## config.mk

```make
export PLATFORM = sky130hd
export DESIGN_NAME = seven_segment_decoder
export DESIGN_NICKNAME = d
export VERILOG_FILES = /design/src/rtl/seven_segment_decoder.sv
export SDC_FILE = /design/constraint.sdc
export NUM_CORES = 1
export LEC_CHECK = 0
export CORE_ASPECT_RATIO = 0.6
export CORE_MARGIN = 4
export CORE_UTILIZATION = 30
export CTS_BUF_LIST = sky130_fd_sc_hd__clkbuf_4
export DETAILED_ROUTE_END_ITERATION = 12
export PLACE_DENSITY = 0.53
export SLEW_MARGIN = 20
export SYNTH_ARGS = -nofsm -noshare
export SYNTH_HDL_FRONTEND = slang
export SYNTH_SLANG_ARGS = --single-unit
```

## constraint.sdc

```tcl
create_clock -name clk -period 10.09 [get_ports clk]
set_clock_uncertainty 0.2 [all_clocks]
set_input_delay 1.009 -clock clk [delete_from_list [all_inputs] [get_ports clk]]
set_output_delay 1.009 -clock clk [all_outputs]
set_load 0.01 [all_outputs]
```

## src/rtl/seven_segment_decoder.sv

```systemverilog
// seven_segment_decoder: recovers digit values, dots and frame status from a multiplexed active-low seven-segment scan bus
module seven_segment_decoder #(
    parameter int NUM_SEGMENTS  = 4,
    parameter int SETTLE_CYCLES = 4,
    parameter int STALE_CYCLES  = 1000000
) (
    input  logic                         clk,
    input  logic                         CPU_RESETN,
    input  logic [NUM_SEGMENTS-1:0]      anode,
    input  logic [7:0]                   cathode,
    output logic [NUM_SEGMENTS-1:0][3:0] encoded,
    output logic [NUM_SEGMENTS-1:0]      digit_point,
    output logic [NUM_SEGMENTS-1:0]      digit_valid,
    output logic                         frame_done,
    output logic                         pattern_err,
    output logic                         stale
);
    localparam int IW = (NUM_SEGMENTS > 1) ? $clog2(NUM_SEGMENTS) : 1;
    localparam int SW = $clog2(SETTLE_CYCLES + 1);
    localparam int TW = $clog2(STALE_CYCLES + 1);

    typedef enum logic [1:0] {WAIT, SETTLE, HOLD} state_t;

    logic [NUM_SEGMENTS-1:0] a_s1, a_s2, a_prev;
    logic [7:0]              c_s1, c_s2, c_prev;
    logic [NUM_SEGMENTS-1:0] sel_mask, prev_mask, mask, new_mask;
    logic [IW-1:0]           idx;
    logic                    sel, illegal, illegal_prev, changed;
    logic [6:0]              seg;
    logic [3:0]              glyph_val;
    logic                    glyph_ok, glyph_blank, decodable;
    state_t                  state, next_state;
    logic [SW-1:0]           cnt, next_cnt, run;
    logic                    cap;
    logic [TW-1:0]           stale_cnt, next_stale_cnt;

    // Two-flop synchronizer plus one history stage for change detection; all-ones means idle/blank
    always_ff @(posedge clk or negedge CPU_RESETN) begin
        if (!CPU_RESETN) begin
            a_s1   <= '1;
            a_s2   <= '1;
            a_prev <= '1;
            c_s1   <= '1;
            c_s2   <= '1;
            c_prev <= '1;
        end else begin
            a_s1   <= anode;
            a_s2   <= a_s1;
            a_prev <= a_s2;
            c_s1   <= cathode;
            c_s2   <= c_s1;
            c_prev <= c_s2;
        end
    end

    // Classify the synced anode, find the selected digit and detect any bus change
    always_comb begin
        sel_mask     = ~a_s2;
        prev_mask    = ~a_prev;
        sel          = $onehot(sel_mask);
        illegal      = (sel_mask != '0) && !sel;
        illegal_prev = (prev_mask != '0) && !$onehot(prev_mask);
        changed      = {a_s2, c_s2} != {a_prev, c_prev};
        new_mask     = mask | sel_mask;
        idx          = '0;
        for (int i = 0; i < NUM_SEGMENTS; i++)
            if (sel_mask[i]) idx = IW'(i);
    end

    // Map the active-high segment vector back to a hex value, blank or undecodable
    always_comb begin
        seg         = ~c_s2[6:0];
        glyph_ok    = 1'b1;
        glyph_blank = 1'b0;
        glyph_val   = 4'h0;
        case (seg)
            7'h3F: glyph_val = 4'h0;
            7'h06: glyph_val = 4'h1;
            7'h5B: glyph_val = 4'h2;
            7'h4F: glyph_val = 4'h3;
            7'h66: glyph_val = 4'h4;
            7'h6D: glyph_val = 4'h5;
            7'h7D: glyph_val = 4'h6;
            7'h07: glyph_val = 4'h7;
            7'h7F: glyph_val = 4'h8;
            7'h6F: glyph_val = 4'h9;
            7'h77: glyph_val = 4'hA;
            7'h7C: glyph_val = 4'hB;
            7'h39: glyph_val = 4'hC;
            7'h5E: glyph_val = 4'hD;
            7'h79: glyph_val = 4'hE;
            7'h71: glyph_val = 4'hF;
            7'h00: begin
                glyph_ok    = 1'b0;
                glyph_blank = 1'b1;
            end
            default: glyph_ok = 1'b0;
        endcase
        decodable = glyph_ok | glyph_blank;
    end

    // FSM state and settle counter registers
    always_ff @(posedge clk or negedge CPU_RESETN) begin
        if (!CPU_RESETN) begin
            state <= WAIT;
            cnt   <= '0;
        end else begin
            state <= next_state;
            cnt   <= next_cnt;
        end
    end

    // Next state: a fresh selection (or a change during a dwell) restarts the stability run
    always_comb begin
        next_state = state;
        next_cnt   = cnt;
        run        = SW'(1);
        cap        = 1'b0;
        if (!sel) begin
            next_state = WAIT;
            next_cnt   = '0;
        end else if (state != HOLD || changed) begin
            run        = (state == SETTLE && !changed) ? cnt + SW'(1) : SW'(1);
            cap        = run == SW'(SETTLE_CYCLES);
            next_state = cap ? HOLD : SETTLE;
            next_cnt   = run;
        end
    end

    // Capture outputs, seen-mask bookkeeping and one-cycle event pulses
    always_ff @(posedge clk or negedge CPU_RESETN) begin
        if (!CPU_RESETN) begin
            encoded     <= '0;
            digit_point <= '0;
            digit_valid <= '0;
            mask        <= '0;
            frame_done  <= 1'b0;
            pattern_err <= 1'b0;
        end else begin
            pattern_err <= (illegal && !illegal_prev) || (cap && !decodable);
            frame_done  <= cap && decodable && (&new_mask);
            if (cap && decodable) begin
                encoded[idx]     <= glyph_val;
                digit_valid[idx] <= glyph_ok;
                digit_point[idx] <= ~c_s2[7];
                mask             <= (&new_mask) ? '0 : new_mask;
            end
        end
    end

    // Cycles since the last capture, saturating at the stale threshold
    always_comb
        next_stale_cnt = cap ? '0 : (stale_cnt >= TW'(STALE_CYCLES)) ? stale_cnt : stale_cnt + TW'(1);

    // Stale counter and registered stale level
    always_ff @(posedge clk or negedge CPU_RESETN) begin
        if (!CPU_RESETN) begin
            stale_cnt <= '0;
            stale     <= 1'b0;
        end else begin
            stale_cnt <= next_stale_cnt;
            stale     <= next_stale_cnt >= TW'(STALE_CYCLES);
        end
    end
endmodule

```

==> results.ini <==
[outcome]
run_status = finished, final reports clean

[pwr]
swShare = 0.255
total_power_mw = 0.648
peakVddDrop_v = 0.0000464
switchingPower_mw = 0.166
clockPowerShare = 0.318
seqPwrFrac = 0.613
combPwrFrac = 0.069
p_leak_nw = 2.01
p_per_area_nw_per_um2 = 131
cell_internal_pwr_mw = 0.482

[drt]
postRouteAntennaNets = 0
num_vias = 2995
wire_per_inst_um = 14.7
drt_first_pass_iters = 4
drt_wl_total_um = 9160
vias_per_cell = 4.79
drt_iter0_markers = 246
drc_errors = 0

[critical_path]
cp-end-kind = flip-flop
cpMostUsedCell = ha_1
max_stage_delay_ns = 0.66
crit_path_max_fanout = 11
required_ns = 10.25
startpoint_type = flip-flop
path_class = flip-flop to flip-flop
cp_cell_sequence = fa_1 > inv_1 > ha_1 > ha_1 > or3b_1 > nor4b_2 > nand4bb_2 > nor3b_1 > o21ai_1 > mux2_2
cpMaxStageDelayCell = dfstp_2
crit_arrival_ns = 3.83

[global_route]
antenna_found_initial = 0
grt_pass1_vias = 2945
grt_first_pass_wirelength_um = 15800
grt.overflow.total = 0
grt_usage = 0.122
grt_max_degree = 52

[floorplan]
start_util = 0.309
core_um2 = 13700
dieHeight_um = 100
placementRows = 33
pin_count = 41
die_x_um = 162
dieArea_um2 = 16200

[cts]
cts.sinks = 92
insertion_delay_ns = 0.45
htreeDepth = 3
post_cts_resized = 0
numCtsBuffers = 9
clkTransAtPathRegs_ns = 0.15
postCtsHoldBufs = 0
cts_setup_buffers = 0
cts_tree = done
root_buffer = clkbuf_4
clock_path_buffers = 2

[logic_synthesis]
ys_types = 61
synthFlopType = dfrtp_1
async_flop_share = 1.00
synth_seq_area_share = 0.552
ys_warn_count = 0
synth_nets = 417
ys_ff_latch = 92
synthesis.area_um2 = 4250
syn-instance-count = 392
synth-edff-count = 0
syn-mean-instance-area_um2 = 10.8

[flow_run]
cap_violations = 0

[placement]
port_buffers = 40
hpwl_um = 6570
numPlacedInstances = 609
place.gp.congestion = 0.822
pre_cts_slack_ns = 6.40

[timing]
finalCriticalPeriod_ns = 3.67
worst_pin_slew_ns = 0.938
rsz0062_at_grt = no
slew_headroom = 0.370
timing.final.ws_setup_ns = 6.42
timing.fmax_mhz = 273
period_share = 0.364
fin_tns_setup_ns = 0
setup_violations = 0
slew_violations = 0
finalHoldViolations = 0

[layout]
layout-drive-gt1-share = 0.166
instances_no_fill = 625
n_fill_cell = 1329
fin_nets = 453
area_growth_pct = 16.5
diodes = 0

[hold_path]
hp-class = flip-flop to flip-flop

-- power by group through the flow --
stage / Sequential, mW / Combinational, mW / Clock [mW]
floorplan: 0.397 / 0.0287 / 0
global placement: 0.403 / 0.0451 / 0
detailed placement: 0.404 / 0.0458 / 0
CTS: 0.397 / 0.0461 / 0.215
global route: 0.399 / 0.0516 / 0.230
finish: 0.397 / 0.0449 / 0.206
-- path summary, 6_finish.rpt --
kind                                   to       start  depth (start not counted)  slack (ns)
setup / recovery           digit_valid[2]     a_s2[3]                         10        6.42
hold / removal                    c_s2[7]     c_s1[7]                          0        0.14
setup reg to reg           digit_valid[2]     a_s2[3]                         10        6.42
hold reg to reg                   c_s2[7]     c_s1[7]                          0        0.14
max in group asynchronous  digit_valid[0]  CPU_RESETN                          2        8.32
min in group asynchronous   stale_cnt[12]  CPU_RESETN                          1        0.32
-- worst max-delay path: cells and delay by family (launching register included) --
family	cells	cell delay [ns]
adders and majority gates	3	0.81
AOI/OAI and AO/OA	1	0.24
buffers and inverters	1	0.07
DFF	1	0.66
and+or+nand+nor	4	1.24
muxes	1	0.35
-- sequential cells by signal, summed over array words and instances (netlist names), 2 cells and up --
| register | cells |
|---|---|
| a_s1 | 4 |
| mask | 4 |
| digit_valid | 4 |
| cnt | 3 |
| encoded | 16 |
| c_s2 | 8 |
| c_prev | 8 |
| a_s2 | 4 |
| stale_cnt | 20 |
| state | 2 |
| a_prev | 4 |
| digit_point | 4 |
| c_s1 | 8 |
-- placed cells by master, fill, tap and decap left out, types with 3 or more instances in the layout --
cell type and count:
a211oi_1 4, a21oi_1 9, a31oi_1 5, and3_1 3, and4_1 4, buf_4 3, clkbuf_4 10, clkdlybuf4s50_1 39
clkinvlp_4 3, dfrtp_1 56, dfstp_2 36, ha_1 9, inv_1 12, mux2_2 4, nand2_1 40, nand3_1 10
nand3b_1 3, nand4_1 6, nor2_1 45, nor2b_1 4, nor3_1 8, nor3b_1 5, nor4_1 5, o211ai_1 3
o21ai_0 21, o21ai_1 8, o22ai_1 3, xnor2_1 20, xor2_1 13
-- kinds of logic (layout without fill, tap and decap cells) --
group / after synthesis / in the layout / synth area share
AO/OA/AOI/OAI: 70 / 70 / 0.110
AND/OR/NAND/NOR: 151 / 151 / 0.187
adder cells (fa/ha/maj): 11 / 11 / 0.0359
XOR/XNOR: 33 / 33 / 0.0680
multiplexers: 6 / 6 / 0.0153
buffers and inverters: 29 / 70 / 0.0324
flip-flops: 92 / 92 / 0.552
-- final cells by class --
cell class	count	area, µm²	share of cell area
Clock buffer	10	75.1	0.0152
Timing Repair Buffer	42	413	0.0834
Tap cell	192	240	0.0485
Clock inverter	6	65.1	0.0131
Inverter	12	45.0	0.00910
Multi-Input combinational cell	271	1770	0.357
Sequential cell	92	2350	0.474
-- routing by layer --
metal	vias up	wire [µm]	GRT usage	part of all wire
li1	1438	-	-	-
met5	-	0	0	0
met2	97	3680	0.159	0.40
met1	1448	4870	0.194	0.53
met4	0	132	0.0344	0.014
met3	12	477	0.0316	0.052
-- synth_stat cells, types with 3 or more instances --
cell | count | share of area
dfrtp_1 | 56 | 0.33
nor2_1 | 45 | 0.040
nand2_1 | 40 | 0.035
dfstp_2 | 36 | 0.22
o21ai_0 | 21 | 0.025
xnor2_1 | 20 | 0.041
buf_2 | 14 | 0.016
xor2_1 | 13 | 0.027
inv_1 | 12 | 0.011
nand3_1 | 10 | 0.012
a21oi_1 | 9 | 0.011
ha_1 | 9 | 0.026
nor3_1 | 8 | 0.0094
o21ai_1 | 8 | 0.0094
nand4_1 | 6 | 0.0088
a31oi_1 | 5 | 0.0074
nor3b_1 | 5 | 0.0088
nor4_1 | 5 | 0.0074
a211oi_1 | 4 | 0.0071
and4_1 | 4 | 0.0082
mux2_2 | 4 | 0.011
nor2b_1 | 4 | 0.0059
and3_1 | 3 | 0.0044
nand3b_1 | 3 | 0.0053
o211ai_1 | 3 | 0.0053
o22ai_1 | 3 | 0.0044
-- per-stage QoR --
stage	hold WS, ns	area, µm²	utilization
2_1_floorplan	0.145	4250	-
3_3_place_gp	0.146	4810	0.350
3_5_place_dp	0.147	4810	0.350
4_1_cts	0.152	4950	0.360
5_1_grt	0.158	4950	0.360
6_report	0.145	4950	0.360
No activity file was read; power rests on OpenSTA's default activity.
